### src/rtl/crossbar_seq_pkg.sv
// Shared types for the crossbar sequencer.
// Bitwidth codes, FSM states and error-flag bit positions.
package crossbar_seq_pkg;

   typedef enum logic [1:0] {
      BW2 = 2'b00,
      BW4 = 2'b01,
      BW8 = 2'b10
   } bw_e;

   typedef enum logic [1:0] {
      IDLE,
      ARM,
      WAIT,
      DRAIN
   } seq_state_e;

   localparam int ERR_TIMEOUT_BIT = 0;
   localparam int ERR_CFG_BIT     = 1;

endpackage

### src/rtl/sat_counter.sv
// Saturating statistics counter.
// Clear has priority over increment; holds at all-ones.
module sat_counter #(
   parameter int W = 32
) (
   input  logic         clk,
   input  logic         rst_n,
   input  logic         i_clear,
   input  logic         i_inc,
   output logic [W-1:0] o_count
);

   logic [W-1:0] r_count;

   // count register: clear wins, then saturating increment
   always_ff @(posedge clk or negedge rst_n) begin
      if (!rst_n) begin
         r_count <= '0;
      end else if (i_clear) begin
         r_count <= '0;
      end else if (i_inc && (r_count != '1)) begin
         r_count <= r_count + W'(1);
      end
   end

   assign o_count = r_count;

endmodule

### src/rtl/crossbar_sequencer.sv
// Control sequencer in front of the output crossbar.
// Holds operands through bank-conflict stalls and signals layer completion.
module crossbar_sequencer
   import crossbar_seq_pkg::*;
#(
   parameter int STALL_TIMEOUT = 1024,
   parameter int DRAIN_CYCLES  = 2,
   parameter int CNT_WIDTH     = 32
) (
   input  logic                 clk,
   input  logic                 reset_n,
   input  logic                 cfg_valid,
   input  logic [1:0]           cfg_bitwidth,
   output logic                 cfg_ready,
   input  logic                 tile_valid,
   input  logic                 tile_last,
   output logic                 tile_ready,
   output logic                 operand_hold,
   output logic [1:0]           xbar_bitwidth,
   input  logic                 xbar_stall,
   output logic                 busy,
   output logic                 layer_done,
   output logic [1:0]           err_flags,
   input  logic                 err_clear,
   input  logic                 stat_clear,
   output logic [CNT_WIDTH-1:0] stat_tiles,
   output logic [CNT_WIDTH-1:0] stat_stall_cycles
);

   localparam int SW = (STALL_TIMEOUT > 1) ? $clog2(STALL_TIMEOUT) : 1;
   localparam int DW = (DRAIN_CYCLES > 1) ? $clog2(DRAIN_CYCLES) : 1;

   seq_state_e r_state;
   seq_state_e w_state_nxt;
   bw_e        r_bw;
   logic       r_last;
   logic [SW-1:0] r_stall_cnt;
   logic [DW-1:0] r_drain_cnt;
   logic [1:0] r_err;
   logic [1:0] w_err_set;
   logic       w_cfg_take;
   logic       w_accept;
   logic       w_done;
   logic       w_timeout;
   logic       w_stall_inc;

   // next-state decode and per-cycle event strobes
   always_comb begin
      w_state_nxt = r_state;
      w_cfg_take  = 1'b0;
      w_accept    = 1'b0;
      w_done      = 1'b0;
      w_timeout   = 1'b0;
      unique case (r_state)
         IDLE: begin
            if (cfg_valid) begin
               w_cfg_take = 1'b1;
            end else if (tile_valid) begin
               w_accept    = 1'b1;
               w_state_nxt = ARM;
            end
         end
         ARM: begin
            w_state_nxt = WAIT;
         end
         WAIT: begin
            if (!xbar_stall) begin
               w_done = 1'b1;
            end else if (r_stall_cnt == SW'(STALL_TIMEOUT - 1)) begin
               w_done    = 1'b1;
               w_timeout = 1'b1;
            end
            if (w_done) begin
               w_state_nxt = r_last ? DRAIN : IDLE;
            end
         end
         DRAIN: begin
            if (r_drain_cnt == DW'(DRAIN_CYCLES - 1)) begin
               w_state_nxt = IDLE;
            end
         end
         default: w_state_nxt = IDLE;
      endcase
   end

   // new error sources this cycle
   always_comb begin
      w_err_set = '0;
      w_err_set[ERR_TIMEOUT_BIT] = w_timeout;
      w_err_set[ERR_CFG_BIT]     = w_cfg_take && (cfg_bitwidth == 2'b11);
   end

   assign w_stall_inc = (r_state == WAIT) && xbar_stall;

   // state register
   always_ff @(posedge clk or negedge reset_n) begin
      if (!reset_n) r_state <= IDLE;
      else          r_state <= w_state_nxt;
   end

   // bitwidth only moves on an IDLE cfg handshake with a legal code
   always_ff @(posedge clk or negedge reset_n) begin
      if (!reset_n) begin
         r_bw <= BW8;
      end else if (w_cfg_take && (cfg_bitwidth != 2'b11)) begin
         r_bw <= bw_e'(cfg_bitwidth);
      end
   end

   // tile_last is captured at acceptance; upstream may drop it later
   always_ff @(posedge clk or negedge reset_n) begin
      if (!reset_n)      r_last <= 1'b0;
      else if (w_accept) r_last <= tile_last;
   end

   // consecutive stall cycles of the current tile
   always_ff @(posedge clk or negedge reset_n) begin
      if (!reset_n)                      r_stall_cnt <= '0;
      else if (w_stall_inc && !w_done)   r_stall_cnt <= r_stall_cnt + SW'(1);
      else                               r_stall_cnt <= '0;
   end

   // drain cycle counter, restarts on every DRAIN entry
   always_ff @(posedge clk or negedge reset_n) begin
      if (!reset_n) begin
         r_drain_cnt <= '0;
      end else if ((r_state == DRAIN) && (w_state_nxt == DRAIN)) begin
         r_drain_cnt <= r_drain_cnt + DW'(1);
      end else begin
         r_drain_cnt <= '0;
      end
   end

   // sticky error flags; a new error beats a same-cycle clear
   always_ff @(posedge clk or negedge reset_n) begin
      if (!reset_n) r_err <= '0;
      else          r_err <= (r_err & ~{2{err_clear}}) | w_err_set;
   end

   sat_counter #(.W(CNT_WIDTH)) u_tiles (
      .clk     (clk),
      .rst_n   (reset_n),
      .i_clear (stat_clear),
      .i_inc   (w_done),
      .o_count (stat_tiles)
   );

   sat_counter #(.W(CNT_WIDTH)) u_stalls (
      .clk     (clk),
      .rst_n   (reset_n),
      .i_clear (stat_clear),
      .i_inc   (w_stall_inc),
      .o_count (stat_stall_cycles)
   );

   assign cfg_ready     = (r_state == IDLE);
   assign busy          = (r_state != IDLE);
   assign operand_hold  = (r_state == ARM) || (r_state == WAIT);
   assign tile_ready    = w_done;
   assign layer_done    = (r_state == DRAIN) && (w_state_nxt == IDLE);
   assign xbar_bitwidth = r_bw;
   assign err_flags     = r_err;

endmodule

### config.mk
export PLATFORM = sky130hd
export DESIGN_NAME = crossbar_sequencer
export DESIGN_NICKNAME = d
export VERILOG_FILES = /design/src/rtl/crossbar_seq_pkg.sv /design/src/rtl/sat_counter.sv /design/src/rtl/crossbar_sequencer.sv
export SDC_FILE = /design/constraint.sdc
export NUM_CORES = 1
export LEC_CHECK = 0
export CORE_ASPECT_RATIO = 0.5
export CORE_MARGIN = 2
export CORE_UTILIZATION = 35
export CTS_CLUSTER_SIZE = 12
export DETAILED_ROUTE_END_ITERATION = 10
export PLACE_DENSITY = 0.56
export SYNTH_ARGS = -nofsm -noshare
export SYNTH_HDL_FRONTEND = slang
export SYNTH_HIERARCHICAL = 1
export SYNTH_SLANG_ARGS = --single-unit
### constraint.sdc
create_clock -name clk -period 8.2 [get_ports clk]
set_input_delay 1.64 -clock clk [delete_from_list [all_inputs] [get_ports clk]]
set_output_delay 1.64 -clock clk [all_outputs]
set_load 0.01 [all_outputs]
==> results of run 1 <==
[worst max-delay path, delay by kind of cell]
kind | cells | cell delay (ps)
buffers and inverters | 2 | 1000
and+or+nand+nor | 1 | 310
AOI/OAI and AO/OA | 3 | 490
[power by group through the flow]
| stage | logic [mW] | registers [mW] | clock network, mW |
|---|---|---|---|
| floorplan | 0.114 | 0.453 | 0 |
| global placement | 0.199 | 0.451 | 0 |
| detailed placement | 0.203 | 0.451 | 0 |
| CTS | 0.204 | 0.444 | 0.428 |
| global route | 0.224 | 0.447 | 0.446 |
| finish | 0.201 | 0.443 | 0.417 |
[area by class of cell]
class,instances,area (sq um)
Clock buffer,12,256.5
Inverter,22,82.58
Sequential cell,82,2053
Clock inverter,4,50.05
Multi-Input combinational cell,370,2445
Timing Repair Buffer,84,828.3
Fill cell,1226,6880
Tap cell,170,212.7
[logic make-up (layout without fill, tap and decap cells)]
group | count (synthesis) | in the layout | share of synthesized area [%]
buffers and inverters | 36 | 122 | 3.178
adder cells (fa/ha/maj) | 6 | 6 | 1.616
multiplexers | 15 | 15 | 3.744
AO/OA/AOI/OAI | 74 | 74 | 11.74
XOR/XNOR | 34 | 34 | 6.410
AND/OR/NAND/NOR | 241 | 241 | 29.11
flip-flops | 82 | 82 | 44.20
[flip-flops by register name (all words and copies together), names as in the netlist]
name              flops
err_flags             2
r_drain_cnt           1
r_last                1
r_stall_cnt          10
r_state               2
u_stalls/o_count     32
u_tiles/o_count      32
xbar_bitwidth         2
[how the worst max path moves through the flow]
stage                             to        from  cells after the start
final                     layer_done  tile_valid                      6
after global routing      layer_done  tile_valid                      6
after CTS                 layer_done  tile_valid                      6
after detailed placement  layer_done  tile_valid                      6
after global placement    layer_done  tile_valid                      6
after floorplan           layer_done  tile_valid                      4
[cell usage after synthesis, types with 3 or more instances]
cell type,number,area [sq um]
dfrtp_1,81,2027
nor2_1,69,259.0
nand2_1,29,108.9
nand3_1,28,140.1
a21oi_1,23,115.1
inv_1,22,82.58
xnor2_1,22,192.7
nand4_1,16,100.1
and3_1,15,93.84
nor2b_1,13,81.33
xor2_1,12,105.1
mux2_2,11,123.9
a211oi_1,10,75.07
or3_1,10,62.56
o21ai_0,9,45.04
and2_1,8,50.05
clkbuf_1,8,30.03
nor3_1,8,40.04
nor4_1,8,50.05
a21o_1,6,45.04
ha_1,6,75.07
o31ai_1,6,45.04
or4_1,6,45.04
and4_1,5,43.79
a31o_2,4,35.03
buf_2,4,20.02
nand2b_1,4,25.02
nor4_2,4,50.05
a31oi_1,3,18.77
nand4_2,3,37.54
[per-layer routing]
layer  share of wire (%)  vias up
li1                    -     1913
met1                  51     1858
met2                  44       74
met3                 3.8       10
met4                 1.1        0
met5                   0        -
[stage by stage]
stage / cells / total power [mW] / hold slack, ps / setup slack [ps] / cell area (sq um)
final: 744 / 1.061 / 499.1 / 3112 / 5928
after global routing: 744 / 1.117 / 523.8 / 2999 / 5928
after CTS: 744 / 1.076 / 495.3 / 3099 / 5928
after detailed placement: 728 / 0.6546 / 489.8 / 3099 / 5622
after global placement: 728 / 0.6501 / 482.2 / 3099 / 5622
after floorplan: 488 / 0.5672 / 445.9 / 4093 / 4646
==> results.md, run 1 <==
* Die area at 14270 sq um
* Antenna Cells at 0
* Hold_buf cts at 0
* Worst reg-to-reg path cell count at 9
* Reg2reg start: r_stall_cnt[0]
* Slowest stage delay, CP at 560 ps
* GP Congestion at 0.8031
* Clk slew on worst S/H paths at 60 ps
* Clock latency on the worst-skew pair at 340 ps
* Pwr Density at 178.9 nW/um^2
* Pin count of the biggest net entering global routing at 81
* Syn_area_per_cell at 9.520 sq um
* Layout Skew at 7.895 ps
* Sw power at 0.2911 mW
* Final setup fails at 0
* Data arrival, critical path at 3450 ps
* Max-slew violations at 0
* Routed len/inst at 14.91 microns
* CTS buffer count at 9
* Synthesized flop and latch total at 82
* Number of buffers added on ports at 82
* Nets@finish at 585
* Met3 track demand over resource at 3.918%
* Area Growth Syn to Fin at 27.61%
* Initial antenna violation count at 0
* RR Endpoint: u_tiles/o_count[31]
* Tmin final at 5088 ps
* TritonRoute pass-1 iters at 4
* Worst-Margin Slew at 825.5 ps
* ANT nets after route at 0
* Distinct cells, synth at 52
* Final routed DRC violation total at 0
* Post-synth EDFFs at 0
* Met1 usage at 23.01%
* Initial core utilization at 36.27%
* Hold endpoint: r_stall_cnt[0]
* Cells after synthesis at 488
* # H-tree levels at 3
* Post-synth top flop: dfrtp_1
* Slowest cell on crit path: clkdlybuf4s50_1
* Cts repair resizes at 0
* Peak supply drop at 0.08477 mV
* Post-CTS setup buffer count at 0
* CORE AREA at 12810 sq um
* Total gr overflow at 0
* Syn nets at 504
* Cell Area, Synth at 4646 sq um
* Global-route wire length before repair at 19.04 mm
* Crit Path Class: primary input to output pin
* Hold Crit Depth at 1
* GRT Max-Usage Layer: met2
* Final worst path period share at 62.05%
* Setup TNS at 0 ps
* Cell mode on critical path: clkdlybuf4s50_1
* Clock power share at 39.3%
* Status: finished, final reports clean
* Min-Delay Path Class: flip-flop to flip-flop
* Pint at 0.7697 mW
* CTS Sinks at 82
* CP startpoint kind: primary input
* Most frequent cells in the layout: dfrtp_1, clkdlybuf4s50_1, nor2_1, nand2_1, nand3_1
* Util after Layout at 46.28%
* Leakage at 2.350 nW
* CP Capture Type: output pin
* CTS tree: built
* Via count at 3855
* Largest fanout on the critical path at 3
* Io pins at 83
* Total GRT Usage at 16.30%
* Sequential share of power at 41.8%
* Via-to-Cell Ratio at 5.181
* Commonest non-fill, non-tap cell in the layout: dfrtp_1
* Clock root cell: clkbuf_16
* Sw Ratio at 27.44%
* Clock Path Buffers at 2
* RSZ-0062 raised after global routing: no
* Share of cells above drive strength 1 at 10.45%
* Max Cap Violations at 0
* Critical Path RT at 6560 ps
* Fmax at 196.5 MHz
* Grt met2 use at 25.07%
* Slew HR at 44.97%
* Hold path startpoint: r_stall_cnt[0]
* Die Ht at 85.47 microns
* Ys Warns at 6
* Final WL at 11.09 mm
* Number of global-route vias before repair at 3752
* Site Rows at 29
* Die span in x at 166.9 microns
* Logic pwr share at 18.9%
* Asr flop ratio synth at 100.0%
* Seq/Total Area, Yosys at 44.20%
* Crit path cell chain: clkdlybuf4s50_1 -> or2b_2 -> a21oi_1 -> a41oi_2 -> a211oi_2 -> clkdlybuf4s50_1
* Hold Vio Cnt, Final at 0
* R2r setup slk at 5040 ps
* Final HPWL DP at 7.649 mm
* DRT iter0 DRCs at 184
Note: power is estimated with default switching activity, not from simulation.
==> inputs of run 2 (changes only) <==
--- a/config.mk
+++ b/config.mk
@@ -10,7 +10,7 @@
 export CORE_UTILIZATION = 35
 export CTS_CLUSTER_SIZE = 12
 export DETAILED_ROUTE_END_ITERATION = 10
-export PLACE_DENSITY = 0.56
+export PLACE_DENSITY = 0.58
 export SYNTH_ARGS = -nofsm -noshare
 export SYNTH_HDL_FRONTEND = slang
 export SYNTH_HIERARCHICAL = 1
==> constraint.sdc (replaced) <==
create_clock -name clk -period 4.4 [get_ports clk]
set_input_delay 0.88 -clock clk [delete_from_list [all_inputs] [get_ports clk]]
set_output_delay 0.88 -clock clk [all_outputs]
set_load 0.01 [all_outputs]
==> results.md, run 2 (synthesis gave the netlist of run 1 again) <==
* CTS buffer count at 9 (unchanged)
* Worst reg-to-reg path cell count at 9 (unchanged)
* # H-tree levels at 3 (unchanged)
* Commonest non-fill, non-tap cell in the layout: dfrtp_1
* Clock Path Buffers at 2 (unchanged)
* Tmin final at 3616 ps
* Hold Crit Depth at 1 (unchanged)
* DRT iter0 DRCs at 176 (-4.3%)
* Io pins at 83 (unchanged)
* CTS tree: built
* Total gr overflow at 0 (unchanged)
* Antenna Cells at 0 (unchanged)
* Hold Vio Cnt, Final at 0 (unchanged)
* Pint at 1.418 mW (+84%)
* CP Depth at 6 (unchanged)
* Cell mode on critical path: clkdlybuf4s50_1
* Grt met2 use at 26.04% (+0.97 points)
* Placed instance count at 729 (+0.14%)
* Routed len/inst at 14.84 microns (-0.45%)
* Layout Skew at 10.49 ps (+2.592 ps)
* Sw Ratio at 27.43% (about the same)
* Area Growth Syn to Fin at 27.58% (about the same)
* Crit Path Class: primary input to output pin
* Leakage at 2.351 nW (about the same)
* Clk slew on worst S/H paths at 60 ps (about the same)
* CORE AREA at 12810 sq um (unchanged)
* Cts repair resizes at 0 (unchanged)
* RR Endpoint: u_tiles/o_count[31]
* Fmax at 276.5 MHz
* Clock root cell: clkbuf_16
* Worst-Margin Slew at 905.1 ps (+79.64 ps)
* Worst path bufs/invs at 2 (unchanged)
* Final setup fails at 0 (unchanged)
* Pin count of the biggest net entering global routing at 59 (-27%)
* Clock power share at 38.8% (-0.5 points)
* Total GRT Usage at 16.21% (-0.083 points)
* GRT Max-Usage Layer: met2
* Fillers at 1259 (+2.7%)
* RSZ-0062 raised after global routing: no
* R2r setup slk at 1290 ps (-3750 ps)
* Critical Path RT at 3520 ps (-3040 ps)
* Hold WS at 484.3 ps (-14.81 ps)
* Final WL at 11.06 mm (-0.32%)
* Post-CTS setup buffer count at 0 (unchanged)
* Number of buffers added on ports at 82 (unchanged)
* Die span in x at 166.9 microns (unchanged)
* Hold_buf cts at 0 (unchanged)
* Via-to-Cell Ratio at 5.161 (-0.39%)
* Final worst path period share at 82.19%
* Setup TNS at 0 ps (unchanged)
* Slowest cell on crit path: clkdlybuf4s50_1
* CTS Sinks at 82 (unchanged)
* CP startpoint kind: primary input
* Status: finished, final reports clean
* GP Congestion at 0.7867 (-2.0%)
* Nets@finish at 586 (+0.17%)
* CP Capture Type: output pin
* Number of global-route vias before repair at 3675 (-2.1%)
* Final HPWL DP at 7.743 mm (+1.2%)
* Initial core utilization at 36.27% (unchanged)
* Largest fanout on the critical path at 3 (unchanged)
* Most frequent cells in the layout: dfrtp_1, clkdlybuf4s50_1, nor2_1, nand2_1, nand3_1
* Clock latency on the worst-skew pair at 340 ps (about the same)
* Die area at 14270 sq um (unchanged)
* Data arrival, critical path at 2740 ps (-710 ps)
* Min-Delay Path Class: flip-flop to flip-flop
* Logic pwr share at 18.9% (about the same)
* Critical path's top delay family: buffers and inverters
* ANT nets after route at 0 (unchanged)
* Non-Filler Instances at 745 (+0.13%)
* Sw power at 0.5359 mW (+84%)
* Initial antenna violation count at 0 (unchanged)
* Global-route wire length before repair at 18.80 mm (-1.3%)
* Sequential share of power at 42.3% (+0.5 points)
* Reg2reg start: r_stall_cnt[0]
* Crit path capture: layer_done
* Crit path cell chain: clkdlybuf4s50_1 -> or2b_2 -> a21oi_1 -> a41oi_2 -> a211oi_2 -> clkdlybuf4s50_1
* Site Rows at 29 (unchanged)
* CP Launch Point: tile_valid
* Met1 usage at 22.26% (-0.75 points)
* Share of cells above drive strength 1 at 10.61% (+0.16 points)
* Met3 track demand over resource at 3.871% (-0.047 points)
* Slew HR at 39.66% (-5.3 points)
* Slowest stage delay, CP at 560 ps (about the same)
* Via count at 3845 (-0.26%)
* Max Cap Violations at 0 (unchanged)
* TritonRoute pass-1 iters at 4 (unchanged)
* Final routed DRC violation total at 0 (unchanged)
* Pwr Density at 329.6 nW/um^2 (+84%)
* Max-slew violations at 0 (unchanged)
* Die Ht at 85.47 microns (unchanged)
* Peak supply drop at 0.1814 mV (+110%)
run 2: cell count changes in the layout (fill, tap and decap cells not counted):
| cell | previous run | this run |
|---|---|---|
| buf_4 | 3 | 4 |
| clkbuf_8 | 2 | 1 |
| clkinv_2 | 1 | 2 |
run 2: worst min path at each step:
stage	from	to	slack, ps
after floorplan	r_stall_cnt[0]	r_stall_cnt[0]	450
after global placement	r_stall_cnt[0]	r_stall_cnt[0]	490
after detailed placement	r_stall_cnt[0]	r_stall_cnt[0]	480
after CTS	r_stall_cnt[0]	r_stall_cnt[0]	490
after global routing	xbar_bitwidth[0]	xbar_bitwidth[0]	530
final	r_stall_cnt[0]	r_stall_cnt[0]	480
run 2: layer usage:
metal,part of all wire (%),vias to the layer above
li1,-,1924
met1,50,1845
met2,46,70
met3,3.5,6
met4,0.72,0
met5,0,-
run 2: layout make-up:
| cell class | count | area [sq um] | area share (%) |
|---|---|---|---|
| Sequential cell | 82 | 2053 | 34.64 |
| Tap cell | 170 | 212.7 | 3.589 |
| Inverter | 22 | 82.58 | 1.393 |
| Multi-Input combinational cell | 370 | 2445 | 41.25 |
| Clock inverter | 5 | 55.05 | 0.9289 |
| Clock buffer | 11 | 242.7 | 4.095 |
| Timing Repair Buffer | 85 | 835.8 | 14.10 |
run 2: power groups by stage:
stage / combinational, mW / clock, mW / sequential [mW]
2_1_floorplan: 0.213 / 0 / 0.844
3_3_place_gp: 0.371 / 0 / 0.840
3_5_place_dp: 0.373 / 0 / 0.840
4_1_cts: 0.375 / 0.780 / 0.827
5_1_grt: 0.410 / 0.815 / 0.834
6_report: 0.369 / 0.759 / 0.827
run 2: through the flow:
stage | power, mW | cell area (sq um) | utilization, % | setup WS, ps
floorplan | 1.057 | 4646 | - | 1641
detailed placement | 1.214 | 5629 | 43.95 | 778.7
global placement | 1.211 | 5629 | 43.95 | 819.0
global route | 2.059 | 5927 | 46.27 | 716.2
finish | 1.954 | 5927 | 46.27 | 783.6
CTS | 1.981 | 5927 | 46.27 | 780.0
==> inputs of run 3 (changes only) <==
--- a/config.mk
+++ b/config.mk
@@ -10,7 +10,7 @@
 export CORE_UTILIZATION = 35
 export CTS_CLUSTER_SIZE = 12
 export DETAILED_ROUTE_END_ITERATION = 10
-export PLACE_DENSITY = 0.58
+export PLACE_DENSITY = 0.56
 export SYNTH_ARGS = -nofsm -noshare
 export SYNTH_HDL_FRONTEND = slang
 export SYNTH_HIERARCHICAL = 1
==> constraint.sdc (replaced) <==
create_clock -name clk -period 3.4 [get_ports clk]
set_input_delay 0.68 -clock clk [delete_from_list [all_inputs] [get_ports clk]]
set_output_delay 0.68 -clock clk [all_outputs]
set_load 0.01 [all_outputs]
==> results.md, run 3 (synthesis gave the netlist of run 1 again) <==
* Final worst path period share at 93.15%
* Cts repair resizes at 0 (unchanged)
* Sw power at 0.6840 mW (+28%)
* Max Cap Violations at 0 (unchanged)
* Pint at 1.912 mW (+35%)
* Die area at 14270 sq um (unchanged)
* Max-slew violations at 0 (unchanged)
* Number of buffers added on ports at 82 (unchanged)
* Non-Filler Instances at 745 (unchanged)
* Clk slew on worst S/H paths at 60 ps (about the same)
* RR Endpoint: u_tiles/o_count[29]
* Routed len/inst at 14.69 microns (-1.0%)
* Via count at 3852 (+0.18%)
* Logic pwr share at 18.6% (-0.3 points)
* Slowest stage delay, CP at 560 ps (about the same)
* Util after Layout at 46.59% (+0.31 points)
* Total gr overflow at 0 (unchanged)
* Layout Skew at 7.780 ps (-2.707 ps)
* Initial antenna violation count at 0 (unchanged)
* # H-tree levels at 3 (unchanged)
* Hold WS at 430.7 ps (-53.58 ps)
* RSZ-0062 raised after global routing: no
* Die Ht at 85.47 microns (unchanged)
* Reg2reg start: r_stall_cnt[0]
* Most frequent cells in the layout: dfrtp_1, clkdlybuf4s50_1, nor2_1, nand2_1, nand3_1
* Critical Path RT at 2720 ps (-800 ps)
* Total GRT Usage at 16.38% (+0.17 points)
* Io pins at 83 (unchanged)
* Tmin final at 3167 ps
* CTS tree: built
* Clock power share at 40.2% (+1.4 points)
* Data arrival, critical path at 2490 ps (-250 ps)
* DP Area at 5649 sq um (+0.36%)
* Min-Delay Path Class: primary input to async pin
* CTS Sinks at 82 (unchanged)
* CP Capture Type: output pin
* Die span in x at 166.9 microns (unchanged)
* Clock latency on the worst-skew pair at 340 ps (about the same)
* Worst-Margin Slew at 803.3 ps (-101.8 ps)
* Final WS setup at 232.8 ps (-550.7 ps)
* Slew HR at 46.45% (+6.8 points)
* Hold_buf cts at 0 (unchanged)
* Post-CTS setup buffer count at 0 (unchanged)
* R2r setup slk at 450 ps (-840 ps)
* DRT iter0 DRCs at 173 (-1.7%)
* Leakage at 2.378 nW (+1.1%)
* Area Growth Syn to Fin at 28.44%
* Seq. cell area at 2053 sq um (unchanged)
* Clock root cell: clkbuf_16
* Hold Vio Cnt, Final at 0 (unchanged)
* Pwr Total at 2.596 mW (+33%)
* Final HPWL DP at 7.654 mm (-1.2%)
* Crit path cell chain: clkdlybuf4s50_1 -> nand2_1 -> inv_1 -> o31ai_4 -> a41oi_2 -> a211oi_2 -> clkdlybuf4s50_1
* Antenna Cells at 0 (unchanged)
* Post-route cell area at 5967 sq um (+0.68%)
* Final routed DRC violation total at 0 (unchanged)
* ANT nets after route at 0 (unchanged)
* CORE AREA at 12810 sq um (unchanged)
* Crit Path Class: primary input to output pin
* Slowest cell on crit path: clkdlybuf4s50_1
* Site Rows at 29 (unchanged)
* Dpl ws at 198.3 ps (-580.4 ps)
* Setup TNS at 0 ps (unchanged)
* Fmax at 315.7 MHz
* CP startpoint kind: primary input
* Placed instance count at 730 (+0.14%)
* Cell mode on critical path: clkdlybuf4s50_1
* Peak supply drop at 0.1989 mV (+9.6%)
* Final WL at 10.95 mm (-1.0%)
* Pwr Density at 435.1 nW/um^2 (+32%)
* Number of global-route vias before repair at 3761 (+2.3%)
* Pin count of the biggest net entering global routing at 81 (+37%)
* Global-route wire length before repair at 18.98 mm (+0.99%)
* Multi-input logic area at 2445 sq um (unchanged)
* Initial core utilization at 36.27% (unchanged)
* Nets@finish at 587 (+0.17%)
* GP Congestion at 0.7760 (-1.4%)
* Sw Ratio at 26.35% (-1.1 points)
* Final setup fails at 0 (unchanged)
* Commonest non-fill, non-tap cell in the layout: dfrtp_1
* Share of cells above drive strength 1 at 10.78% (+0.17 points)
* Clock Path Buffers at 2 (unchanged)
* TritonRoute pass-1 iters at 4 (unchanged)
* Worst reg-to-reg path cell count at 9 (unchanged)
* Largest fanout on the critical path at 7 (+4)
* Via-to-Cell Ratio at 5.170 (+0.18%)
* Sequential share of power at 41.2% (-1.1 points)
* Status: finished, final reports clean
* CTS buffer count at 9 (unchanged)
* Fillers at 1273 (+1.1%)
==> run 3: cell count changes in the layout (fill, tap and decap cells not counted) <==
cell	before	now
clkbuf_1	1	0
clkinv_4	0	1
bufinv_16	1	2
buf_12	0	1
clkinvlp_4	2	0
==> run 3: worst max-delay path: cells and delay by family <==
family	cells	cell delay, ps
AO/OA/AOI/OAI	3	490
AND/OR/NAND/NOR	1	160
buffers and inverters	3	1140
==> run 3: per-layer routing <==
layer	global-route usage (%)	part of all wire (%)	up-vias
li1	-	-	1922
met1	22.69	51	1871
met2	25.70	45	50
met3	4.104	3.1	9
met4	4.467	1.1	0
met5	0	0	-
==> run 3: worst max-delay path by stage <==
stage	start	to
2_1_floorplan	r_stall_cnt[0]	u_tiles/o_count[31]
3_3_place_gp	tile_valid	layer_done
3_5_place_dp	xbar_stall	layer_done
5_1_grt	xbar_stall	layer_done
4_1_cts	xbar_stall	layer_done
6_report	xbar_stall	layer_done
==> run 3: power groups by stage <==
stage / clock network (mW) / registers [mW] / logic (mW)
final: 1.04 / 1.07 / 0.483
after global routing: 1.13 / 1.08 / 0.540
after CTS: 1.08 / 1.07 / 0.493
after detailed placement: 0 / 1.09 / 0.492
after global placement: 0 / 1.09 / 0.489
after floorplan: 0 / 1.09 / 0.275
==> run 3: layout make-up <==
class / count / share of cell area, %
Inverter: 22 / 1.384
Timing Repair Buffer: 86 / 14.34
Clock inverter: 5 / 1.321
Multi-Input combinational cell: 370 / 40.97
Clock buffer: 10 / 4.005
Sequential cell: 82 / 34.41
Tap cell: 170 / 3.565
